$ cat config.mk
export PLATFORM = sky130hd
export DESIGN_NAME = sync_fifo_ext
export DESIGN_NICKNAME = d
export VERILOG_FILES = /design/src/rtl/sync_fifo_ext.sv
export SDC_FILE = /design/constraint.sdc
export NUM_CORES = 1
export LEC_CHECK = 0
export ABC_AREA = 1
export CAP_MARGIN = 40
export CORE_AREA = 2 2 145 147
export CTS_BUF_LIST = sky130_fd_sc_hd__clkbuf_8 sky130_fd_sc_hd__clkbuf_16
export CTS_CLUSTER_DIAMETER = 120
export DETAILED_ROUTE_END_ITERATION = 10
export DIE_AREA = 0 0 147 149
export SLEW_MARGIN = 20
export SYNTH_ARGS = -nofsm -noshare
export SYNTH_HDL_FRONTEND = slang
export SYNTH_SLANG_ARGS = --single-unit
$ cat constraint.sdc
create_clock -name clk -period 3.3 [get_ports clk]
set_input_delay 0.66 -clock clk [delete_from_list [all_inputs] [get_ports clk]]
set_output_delay 0.66 -clock clk [all_outputs]
set_load 0.01 [all_outputs]
$ cat src/rtl/sync_fifo_ext.sv
// sync_fifo_ext: single-clock FIFO for the UART TX/RX data paths.
// Supports show-ahead or registered read data, a fill-level output, live
// almost-full / almost-empty thresholds, synchronous flush and sticky
// overflow / underflow flags. DEPTH need not be a power of two.
module sync_fifo_ext #(
    parameter int DATA_WIDTH = 8,
    parameter int DEPTH      = 16,
    parameter int SHOW_AHEAD = 1,
    parameter int LVL_W      = $clog2(DEPTH + 1)
) (
    input  logic                  clk,
    input  logic                  rst_n,
    input  logic                  flush,
    input  logic                  wr_en,
    input  logic [DATA_WIDTH-1:0] din,
    input  logic                  rd_en,
    output logic [DATA_WIDTH-1:0] dout,
    output logic                  dout_valid,
    output logic                  full,
    output logic                  empty,
    output logic [LVL_W-1:0]      level,
    input  logic [LVL_W-1:0]      af_thresh,
    input  logic [LVL_W-1:0]      ae_thresh,
    output logic                  almost_full,
    output logic                  almost_empty,
    output logic                  overflow,
    output logic                  underflow,
    input  logic                  clr_err
);

    localparam int                PTR_W     = $clog2(DEPTH);
    localparam logic [LVL_W-1:0]  DEPTH_LVL = LVL_W'(DEPTH);
    localparam logic [PTR_W-1:0]  LAST_PTR  = PTR_W'(DEPTH - 1);

    logic [DATA_WIDTH-1:0] mem_q [DEPTH];

    logic [PTR_W-1:0] wrPtr_q, wrPtr_d;
    logic [PTR_W-1:0] rdPtr_q, rdPtr_d;
    logic [LVL_W-1:0] level_q, level_d;
    logic             overflow_q, overflow_d;
    logic             underflow_q, underflow_d;

    logic wrAccept;
    logic rdAccept;
    logic wrReject;
    logic rdReject;

    // Status flags are derived purely from the level register; thresholds are live.
    always_comb begin
        full         = (level_q == DEPTH_LVL);
        empty        = (level_q == '0);
        almost_full  = (level_q >= af_thresh);
        almost_empty = (level_q <= ae_thresh);
        level        = level_q;
        overflow     = overflow_q;
        underflow    = underflow_q;
    end

    // Accept/reject decisions: flush suppresses both accesses and their error reporting.
    always_comb begin
        wrAccept = wr_en && !full  && !flush;
        rdAccept = rd_en && !empty && !flush;
        wrReject = wr_en && full   && !flush;
        rdReject = rd_en && empty  && !flush;
    end

    // Next-state for pointers, level and sticky error flags.
    always_comb begin
        wrPtr_d     = wrPtr_q;
        rdPtr_d     = rdPtr_q;
        level_d     = level_q;
        overflow_d  = overflow_q;
        underflow_d = underflow_q;

        if (flush) begin
            wrPtr_d = '0;
            rdPtr_d = '0;
            level_d = '0;
        end else begin
            if (wrAccept) begin
                wrPtr_d = (wrPtr_q == LAST_PTR) ? '0 : wrPtr_q + PTR_W'(1);
            end
            if (rdAccept) begin
                rdPtr_d = (rdPtr_q == LAST_PTR) ? '0 : rdPtr_q + PTR_W'(1);
            end
            case ({wrAccept, rdAccept})
                2'b10:   level_d = level_q + LVL_W'(1);
                2'b01:   level_d = level_q - LVL_W'(1);
                default: level_d = level_q;
            endcase
        end

        if (clr_err) begin
            overflow_d  = 1'b0;
            underflow_d = 1'b0;
        end
        if (wrReject) begin
            overflow_d = 1'b1;
        end
        if (rdReject) begin
            underflow_d = 1'b1;
        end
    end

    // Control state registers, cleared asynchronously.
    always_ff @(posedge clk or negedge rst_n) begin
        if (!rst_n) begin
            wrPtr_q     <= '0;
            rdPtr_q     <= '0;
            level_q     <= '0;
            overflow_q  <= 1'b0;
            underflow_q <= 1'b0;
        end else begin
            wrPtr_q     <= wrPtr_d;
            rdPtr_q     <= rdPtr_d;
            level_q     <= level_d;
            overflow_q  <= overflow_d;
            underflow_q <= underflow_d;
        end
    end

    // Storage array; contents deliberately survive reset.
    always_ff @(posedge clk) begin
        if (wrAccept) begin
            mem_q[wrPtr_q] <= din;
        end
    end

    generate
        if (SHOW_AHEAD != 0) begin : g_show_ahead
            // Head entry is presented directly; valid whenever something is stored.
            always_comb begin
                dout       = mem_q[rdPtr_q];
                dout_valid = !empty;
            end
        end else begin : g_registered
            logic [DATA_WIDTH-1:0] dout_q;
            logic                  doutValid_q;

            // Registered read data captured on each accepted read; flush only drops the valid pulse.
            always_ff @(posedge clk or negedge rst_n) begin
                if (!rst_n) begin
                    dout_q      <= '0;
                    doutValid_q <= 1'b0;
                end else begin
                    doutValid_q <= rdAccept;
                    if (rdAccept) begin
                        dout_q <= mem_q[rdPtr_q];
                    end
                end
            end

            always_comb begin
                dout       = dout_q;
                dout_valid = doutValid_q;
            end
        end
    endgenerate

endmodule

==> metrics.md, run 1 <==
| Metric | Value |
|---|---|
| Clk root buf | `clkbuf_16` |
| Top cell type by total area after synthesis | `edfxtp_1` |
| Most frequent cell after synthesis | `edfxtp_1` |
| Met2 wire length | `around 7.2 mm` |
| DP HPWL | `9.64 mm` |
| Commonest cells post-synth | `128 x edfxtp_1, 86 x nand2_1, 54 x nor2_1, 53 x o21ai_0, 40 x inv_1` |
| Clock sinks | `143` |
| Power per Cell Area | `744 nW/um2` |
| DR pass1 iterations | `7` |
| Worst setup SP type | `flop` |
| Layout cell share with drive strength beyond 1 | `0.125` |
| Initial antenna violation count | `0` |
| Worst slew margin | `0.511` |
| GRT Util Overall | `0.141` |
| Total negative slack | `0 ns` |
| Vias | `4298` |
| Synth top area cells | `edfxtp_1 62%, dfrtp_1 6.0%, nand2_1 5.2%` |
| Worst-Skew Late Latency | `a little over 0.4 ns` |
| Leak pwr | `about 2.9 nW` |
| Grt ovf | `0` |
| Top_reg_cell synth | `edfxtp_1` |
| WL met1 | `6.34 mm` |
| CTS tree | `built` |
| Total I/O pin count | `44` |
| # DRC | `0` |
| Gate Count Post-Synth | `530` |
| RSZ-0062 raised after global routing | `false` |
| Crit Path Category | `reg -> out` |
| Initial Util | `0.304` |
| Net count, final | `635` |
| Synth Register Bits | `143` |
| First-pass GRT wire length | `around 23 mm` |
| EDFF count, synth | `roughly 130` |
| Final setup viols | `0` |
| VDD IR-drop max | `333 uV` |
| Antenna diode count | `0` |
| Cells along the critical path | `buf_4, nand2_2, a21oi_1, a221oi_1, o21ai_1, nand2_1, clkdlybuf4s50_1` |
| Hold slack | `0.486 ns` |
| Mapped Area | `6250 um2` |
| Largest net degree at the start of global routing | `66` |
| Register area share after synthesis | `0.675` |
| Vias in the first global route | `about 4.3k` |
| Final WL | `about 15 mm` |
| Die area | `21900 um2` |
| CP Buf/Inv Count | `2` |
| WP data arrival | `2.50 ns` |
| Drt initial violations | `~370` |
| Synthesized Nets | `571` |
| Die Width | `147 um` |
| Port bufs | `43` |
| Tightest Pin Transition | `0.732 ns` |
| Routed len/inst | `~17 um` |
| Core ar. | `about 21000 um2` |
| Final hold violation count | `0` |
| Gpl congestion | `0.798` |
| Non-Filler Instances | `882` |
| Max Slew Vio Count | `0` |
| CTS H-tree lvls | `4` |
| Area growth from synthesis to layout | `24.4%` |
| Post-synthesis cell type count | `32` |
| Top Layer Used | `met4` |
| Synth top area share | `0.615` |
| Max-cap violations | `0` |
| Tcrit/Tclk final | `0.957` |
| Post-Place Cell Area | `7100 um2` |
| Placed insts | `849` |
| Slowest library cell on the worst path | `clkdlybuf4s50_1` |
| Height of the die | `149 um` |
| Post-synthesis async set-or-reset flop share | `0.105` |
| Number of CTS-inserted buffers | `17` |
| Top Family by Delay on Critical Path | `buffers and inverters` |
| Routed Antenna Nets | `0` |
| Worst path max stage delay | `0.53 ns` |
| Syn avg cell area | `11.8 um2` |
| Status | `finished, final reports clean` |
| Hold/Removal Path Class | `in -> async` |
| Standard-cell row count | `53` |
| Fmax | `roughly 0.32 GHz` |
| CTS Buffer Depth | `2` |
| Met3 wire length | `898 um` |
| Final Critical Period | `3.16 ns` |
| Layout Skew | `approximately 0.0041 ns` |
| Via-to-Cell Ratio | `4.87` |
| Kind of end point of the critical path | `output pin` |
| Syn. warnings | `0` |
| Fin area | `roughly 8000 um2` |
| Hold Buf Count CTS | `0` |
| Clock-pin slew on the worst setup and hold paths | `0.06 ns` |
| CP required | `2.64 ns` |
| CP max FO | `15` |
## what timing repair did
| item | 4_1_cts | 5_1_grt |
|---|---|---|
| endpoints found under the setup margin | 0 | 5 |
| gates resized for setup | 0 | 3 |
| setup buffers | 0 | 0 |
| hold endpoints to repair | 0 | 0 |
## through the flow
stage | setup WS, ns | power, mW | util
after global placement | 0.320 | 3.66 | 0.345
after detailed placement | 0.256 | 3.71 | 0.345
after global routing | 0.00885 | 6.09 | 0.378
after floorplan | 1.23 | 3.07 | -
after CTS | 0.0803 | 5.82 | 0.377
final | 0.141 | 5.78 | 0.378
## layout make-up
class	count	area, um2
fillers	1967	12800
flip-flops and latches	143	4220
multi-input cells	321	1740
repair buffers	67	643
clock buffers	17	425
well taps	275	344
clock inverters	15	231
inverters	44	173
## routing by layer
metal  vias up  GRT usage
met5         -          0
met2       152      0.238
met4         0     0.0476
li1       2024          -
met3        22     0.0373
met1      2100      0.177
## power by group
group / switching [mW] / internal (mW)
clock network: 0.748 / 1.35
registers: 0.101 / 2.04
logic: 0.924 / 0.614
total: 1.77 / 4.01
## kinds of logic (layout without fill, tap and decap cells)
logic type | after synthesis | count (layout) | synth area share
simple gates | 179 | 179 | 0.127
flops | 143 | 143 | 0.675
compound gates | 121 | 121 | 0.111
buf+inv | 66 | 143 | 0.0472
fa+ha+maj | 17 | 17 | 0.0340
xor+xnor | 4 | 4 | 0.00561
## path summary, 6_finish.rpt
| path | startpoint | to | depth (start not counted) | slack [ns] |
|---|---|---|---|---|
| min reg2reg | underflow$_DFFE_PN0P_ | underflow$_DFFE_PN0P_ | 2 | 0.54 |
| min | rst_n | level[4]$_DFFE_PN0P_ | 1 | 0.49 |
| max | rdPtr_q[2]$_DFFE_PN0P_ | dout[7] | 7 | 0.14 |
| max in group asynchronous | rst_n | rdPtr_q[0]$_DFFE_PN0P_ | 2 | 2.43 |
| max reg2reg | level[1]$_DFFE_PN0P_ | level[4]$_DFFE_PN0P_ | 14 | 1.25 |
| min in group clk | underflow$_DFFE_PN0P_ | underflow$_DFFE_PN0P_ | 2 | 0.54 |
## registers in the layout, summed over array words and instances, names as in the netlist
name	flops
mem_q	128
level	5
rdPtr_q	4
wrPtr_q	4
underflow	1
overflow	1
## cell usage in the layout, fill, tap and decap left out, drive strengths merged
cell           synthesis  routed
a21oi                 27      27
a221oi                11      11
a31oi                  1       1
buf                   14      24
bufinv                 0       5
clkbuf                 8      17
clkdlybuf4s50          0      43
clkinv                 0       5
dfrtp                 15      15
edfxtp               128     128
ha                    17      17
inv                   44      49
nand2                 95      95
nand3                 21      21
nand4                  5       5
nor2                  56      56
nor3                   2       2
o211ai                 1       1
o21ai                 58      58
o21bai                 2       2
o221ai                 5       5
o22ai                 16      16
xnor2                  2       2
xor2                   2       2
Power figures use the tool's default switching activity.
==> run 2, diff against run 1 <==
--- a/config.mk
+++ b/config.mk
@@ -7,11 +7,12 @@
 export LEC_CHECK = 0
 export ABC_AREA = 1
 export CAP_MARGIN = 40
-export CORE_AREA = 2 2 145 147
+export CORE_AREA = 5 5 148 150
 export CTS_BUF_LIST = sky130_fd_sc_hd__clkbuf_8 sky130_fd_sc_hd__clkbuf_16
 export CTS_CLUSTER_DIAMETER = 120
 export DETAILED_ROUTE_END_ITERATION = 10
-export DIE_AREA = 0 0 147 149
+export DIE_AREA = 0 0 153 155
+export GPL_TIMING_DRIVEN = 0
 export SLEW_MARGIN = 20
 export SYNTH_ARGS = -nofsm -noshare
 export SYNTH_HDL_FRONTEND = slang
==> run 2 against run 1 <==
Combinational power grew 7%. Largest cell class unchanged. Sequential share of layout area grew 0.53 points. Critical path depth is 1 higher. Via count rose by 2.0%. Non-clock buffer count is 1 higher. Critical path type unchanged.
==> metrics.md, run 2 (synthesized netlist as in run 1, its figures left out) <==
| Metric | Value |
|---|---|
| Number of CTS-inserted buffers | `17` |
| RR Endpoint | `mem_q[4][0]$_DFFE_PP_` |
| Initial antenna violation count | `0` |
| Top Family by Delay on Critical Path | `buffers and inverters` |
| Vias | `4382` |
| Initial Util | `0.304` |
| Leak pwr | `about 2.9 nW` |
| Die area | `23700 um2` |
| CTS tree | `built` |
| Antenna diode count | `0` |
| Worst hold start | `underflow$_DFFE_PN0P_` |
| Area growth from synthesis to layout | `23.2%` |
| Placed insts | `around 850` |
| Power share of the sequential group | `0.378` |
| Status | `finished, final reports clean` |
| Clock sinks | `between 100 and 150` |
| Crit Path Category | `reg -> out` |
| Core ar. | `~20000 um2` |
| Clk root buf | `clkbuf_16` |
| Logic pwr share | `0.291` |
| Largest net degree at the start of global routing | `17` |
| Worst path max stage delay | `0.54 ns` |
| Switching share of total power | `0.318` |
| WP data arrival | `2.55 ns` |
| # DRC | `0` |
| Layout cell share with drive strength beyond 1 | `0.125` |
| Clock-pin slew on the worst setup and hold paths | `0.06 ns` |
| Via-to-Cell Ratio | `4.96` |
| Cells along the critical path | `buf_2, inv_2, buf_4, nor2_1, o221ai_1, nand4_1, nand2_1, clkdlybuf4s50_1` |
| Psw | `1.80 mW` |
| DR pass1 iterations | `5` |
| GRT Util Overall | `0.136` |
| Kind of end point of the critical path | `output pin` |
| Routed len/inst | `18.0 um` |
| Drt initial violations | `443` |
| R2R setup slack | `1.05 ns` |
| Internal power | `3.86 mW` |
| Critical R2R Launch | `level[2]$_DFFE_PN0P_` |
| Worst setup SP type | `flop` |
| Tcrit/Tclk final | `0.974` |
| Total power draw | `~5.7 mW` |
| Power per Cell Area | `735 nW/um2` |
| Die Width | `153 um` |
| Non-Filler Instances | `between 800 and 900` |
| Slowest library cell on the worst path | `clkdlybuf4s50_1` |
| Final hold violation count | `0` |
| Sequential Area | `4220 um2` |
| RSZ-0062 raised after global routing | `true` |
| CP required | `2.64 ns` |
| First-pass GRT wire length | `about 25 mm` |
| Final Critical Period | `3.21 ns` |
| Hold/Removal Path Class | `reg -> reg` |
| Top reg by flops | `mem_q` |
| Final WL | `15.9 mm` |
| Port bufs | `43` |
| R2R depth | `6` |
| Max reg flops | `roughly 130` |
| Layout Skew | `0.00836 ns` |
| DP HPWL | `10.7 mm` |
| Clk network pwr share | `0.332` |
| Most frequent cells in the layout | `128 x edfxtp_1, 86 x nand2_1, 54 x nor2_1, 50 x o21ai_0, 41 x inv_1` |
| FILL cells | `~2.0k` |
| CTS H-tree lvls | `4` |
| Worst slew margin | `0.437` |
| Gpl congestion | `roughly 0.84` |
| CP max FO | `10` |
| Area of the multi-input gates | `1770 um2` |
| Net count, final | `approximately 640` |
| Worst-Skew Late Latency | `0.42 ns` |
| Total I/O pin count | `44` |
| Tightest Pin Transition | `0.841 ns` |
| CTS Buffer Depth | `2` |
| CP Buf/Inv Count | `4` |
| Max Slew Vio Count | `0` |
| VDD IR-drop max | `438 uV` |
| Commonest non-fill, non-tap cell in the layout | `edfxtp_1` |
| Worst hold path cell count | `2` |
| Fmax | `0.311 GHz` |
| Vias in the first global route | `4472` |
| Max-cap violations | `0` |
| Hold endpoint | `underflow$_DFFE_PN0P_` |
| Height of the die | `155 um` |
| Grt ovf | `0` |
| Standard-cell row count | `53` |
| Routed Antenna Nets | `0` |
| Final setup viols | `0` |
[run 2: worst max path at each step]
stage	from	to	slack [ns]	depth (start not counted)
after floorplan	af_thresh[0]	almost_full	1.23	7
after global placement	rdPtr_q[1]$_DFFE_PN0P_	dout[2]	0.07	8
after detailed placement	rdPtr_q[1]$_DFFE_PN0P_	dout[2]	0.05	8
after CTS	rdPtr_q[1]$_DFFE_PN0P_	dout[0]	0.009	7
after global routing	rdPtr_q[0]$_DFFE_PN0P_	dout[5]	-0.01	8
final	rdPtr_q[0]$_DFFE_PN0P_	dout[5]	0.09	8
[run 2: per-layer routing]
metal  wire, um  GRT usage  vias up  part of all wire
met3       1010     0.0334       38             0.064
met5          0          0        -                 0
met1       6840      0.173     2145              0.43
met4        621     0.0687        0             0.039
met2       7430      0.219      171              0.47
li1           -          -     2028                 -
[run 2: what timing repair did]
item                                    CTS  global route
buffers inserted                          1             0
gates resized for setup                  11            17
pin swaps                                 2             2
hold buffers                              0             0
endpoints found under the hold margin     0             0
endpoints found under the setup margin    8             7
[run 2: cell type report]
type                            instances  share of cell area
Sequential cell                       143               0.548
Multi-Input combinational cell        321               0.230
Timing Repair Buffer                   46              0.0598
Clock buffer                           17              0.0553
Tap cell                              275              0.0447
Inverter                               44              0.0226
Clock inverter                         15              0.0200
Buffer                                 22              0.0200
[run 2: power by group through the flow]
stage,Clock [mW],Sequential [mW],Combinational (mW)
floorplan,0,2.16,0.915
global placement,0,2.17,1.57
detailed placement,0,2.17,1.60
CTS,1.90,2.14,1.65
global route,1.99,2.15,1.81
finish,1.88,2.14,1.65
[run 2: worst reg2reg max path, stage by stage (launching register included)]
cell and delay, ns:
dfrtp_1 0.56, nor2_4 0.07, nand3_2 0.13, nand2_4 0.10, inv_1 0.14, nand2_1 0.18, nor2_1 0.69
[run 2: metrics by stage]
step           cell area (um2)   util  hold WS (ns)  setup slack [ns]  TNS, ns
2_1_floorplan             6250      -         0.364              1.23        0
3_3_place_gp              7020  0.342         0.530            0.0694        0
3_5_place_dp              7020  0.342         0.526            0.0484        0
4_1_cts                   7650  0.372         0.546           0.00858        0
5_1_grt                   7700  0.374         0.586           -0.0130  -0.0130
6_report                  7700  0.374         0.535            0.0867        0
==> run 3, diff against run 2 <==
--- a/config.mk
+++ b/config.mk
@@ -7,11 +7,11 @@
 export LEC_CHECK = 0
 export ABC_AREA = 1
 export CAP_MARGIN = 40
-export CORE_AREA = 5 5 148 150
+export CORE_AREA = 2 2 145 147
 export CTS_BUF_LIST = sky130_fd_sc_hd__clkbuf_8 sky130_fd_sc_hd__clkbuf_16
 export CTS_CLUSTER_DIAMETER = 120
 export DETAILED_ROUTE_END_ITERATION = 10
-export DIE_AREA = 0 0 153 155
+export DIE_AREA = 0 0 147 149
 export GPL_TIMING_DRIVEN = 0
 export SLEW_MARGIN = 20
 export SYNTH_ARGS = -nofsm -noshare
==> run 3 against run 2 <==
First-iteration DRC count shrank 0.90%. Clock power about the same. Global-route usage up 1.4 points. Clock skew about the same. Combinational power is essentially flat. Setup slack worse by 0.036 ns. Non-clock buffer count increased by 1.
==> metrics.md, run 3 (synthesized netlist as in run 1, its figures left out) <==
| Metric | Value |
|---|---|
| Status | `finished, final reports clean` |
| Gpl congestion | `0.831` |
| Hold Buf Count CTS | `0` |
| FILL cells | `2019` |
| Commonest non-fill, non-tap cell in the layout | `edfxtp_1` |
| Worst-Skew Late Latency | `approximately 0.43 ns` |
| Initial Util | `0.304` |
| Worst Setup Slack post-DPL | `0.0308 ns` |
| Layout cell share with drive strength beyond 1 | `0.123` |
| Critical R2R Launch | `level[2]$_DFFE_PN0P_` |
| Drt initial violations | `439` |
| Setup ws final | `0.0508 ns` |
| Post-layout util | `0.375` |
| Routed Antenna Nets | `0` |
| Core ar. | `20600 um2` |
| Clk root buf | `clkbuf_16` |
| Tcrit/Tclk final | `0.985` |
| Crit path from | `rdPtr_q[0]$_DFFE_PN0P_` |
| Final hold violation count | `0` |
| Vias in the first global route | `4360` |
| Final Critical Period | `approximately 3.2 ns` |
| Final WL | `around 16 mm` |
| Number of CTS-inserted buffers | `17` |
| R2R setup slack | `about 1.0 ns` |
| CTS tree | `built` |
| Standard-cell row count | `53` |
| Worst path max stage delay | `around 0.54 ns` |
| DR pass1 iterations | `5` |
| Most frequent cells in the layout | `128 x edfxtp_1, 86 x nand2_1, 54 x nor2_1, 50 x o21ai_0, 40 x inv_1` |
| Vias | `4320` |
| Worst slew margin | `0.442` |
| Die Width | `147 um` |
| Total negative slack | `0 ns` |
| Tightest Pin Transition | `0.834 ns` |
| CP max FO | `10` |
| Via-to-Cell Ratio | `approximately 4.9` |
| Total I/O pin count | `44` |
| RSZ-0062 raised after global routing | `true` |
| VDD IR-drop max | `382 uV` |
| Grt ovf | `0` |
| Leak pwr | `2.89 nW` |
| Top reg by flops | `mem_q` |
| Worst setup SP type | `flop` |
| Kind of end point of the critical path | `output pin` |
| Die area | `21900 um2` |
| Antenna diode count | `0` |
| Slowest library cell on the worst path | `clkdlybuf4s50_1` |
| Clock sinks | `143` |
| Worst hold start | `underflow$_DFFE_PN0P_` |
| Routed len/inst | `18.0 um` |
| Initial antenna violation count | `0` |
| Total power draw | `5.67 mW` |
| CTS H-tree lvls | `4` |
| Max Slew Vio Count | `0` |
| Port bufs | `between 40 and 50` |
| Largest net degree at the start of global routing | `17` |
| CP Buf/Inv Count | `4` |
| Final setup viols | `0` |
| Layout Skew | `0.00794 ns` |
| Clock-pin slew on the worst setup and hold paths | `0.05 ns` |
| Height of the die | `149 um` |
| Max-cap violations | `0` |
| Fmax | `between 0.3 and 0.4 GHz` |
| # DRC | `0` |
| Power per Cell Area | `735 nW/um2` |
| WP data arrival | `2.59 ns` |
| Top Family by Delay on Critical Path | `buffers and inverters` |
| Area growth from synthesis to layout | `23.4%` |
| Net count, final | `roughly 640` |
| GRT Util Overall | `0.151` |
| Cells along the critical path | `buf_2, inv_2, buf_4, nor2_1, o221ai_1, nand4_1, nand2_1, clkdlybuf4s50_1` |
| Crit Path Category | `reg -> out` |
| Max reg flops | `about 130` |
| First-pass GRT wire length | `~24 mm` |
| DP HPWL | `10.6 mm` |
| Hold/Removal Path Class | `reg -> reg` |
| CTS Buffer Depth | `2` |
| CP required | `approximately 2.6 ns` |
[run 3: changes by cell type in the layout (fill, tap and decap cells not counted), sizes merged]
cell | previous run | this run
buf | 15 | 16
clkinv | 8 | 9
inv | 45 | 44
clkinvlp | 3 | 2
dlymetal6s2s | 3 | 4
clkdlybuf4s50 | 40 | 39
[run 3: what timing repair did]
| action | 4_1_cts | 5_1_grt |
|---|---|---|
| gates resized for setup | 12 | 17 |
| buffers inserted | 2 | 1 |
| endpoints found under the setup margin | 8 | 7 |
| pin swaps | 2 | 2 |
[run 3: worst register-to-register path, stage by stage (launching register included)]
cell and delay, ns:
dfrtp_1 0.57, nor2_4 0.08, nand3_2 0.12, nand2_4 0.10, inv_1 0.14, nand2_1 0.18
nor2_1 0.68
[run 3: area by class of cell]
class / count / area [um2] / share of cell area
Sequential cell: 143 / 4220 / 0.547
Multi-Input combinational cell: 321 / 1770 / 0.230
Timing Repair Buffer: 47 / 478 / 0.0620
Clock buffer: 17 / 425 / 0.0551
Tap cell: 275 / 344 / 0.0446
Inverter: 44 / 174 / 0.0225
Clock inverter: 14 / 151 / 0.0196
Buffer: 22 / 150 / 0.0195
[run 3: stage by stage]
step,hold WS [ns],cells,cell area (um2)
after floorplan,0.364,530,6250
after global placement,0.525,848,7020
after detailed placement,0.535,848,7020
after CTS,0.544,881,7660
after global routing,0.554,883,7710
final,0.541,883,7710
[run 3: power breakdown]
part	internal (mW)	total [mW]	switching, mW
logic	0.657	1.66	0.999
registers	2.04	2.14	0.0952
clock network	1.17	1.88	0.712
total	3.87	5.67	1.81
[run 3: final timing paths]
check / endpoint / depth (start not counted)
min in group asynchronous: level[4]$_DFFE_PN0P_ / 2
max in group asynchronous: wrPtr_q[0]$_DFFE_PN0P_ / 2
worst max-delay path: dout[5] / 8
worst min-delay path: underflow$_DFFE_PN0P_ / 2
worst max register to register: mem_q[14][1]$_DFFE_PP_ / 6
worst min register to register: underflow$_DFFE_PN0P_ / 2
[run 3: metal layers]
layer | vias to the layer above | GRT usage | share of wire | wire length [um]
li1 | 2025 | - | - | -
met1 | 2087 | 0.187 | 0.40 | 6440
met2 | 185 | 0.256 | 0.49 | 7740
met3 | 23 | 0.0373 | 0.087 | 1380
met4 | 0 | 0.0572 | 0.021 | 340
met5 | - | 0 | 0 | 0
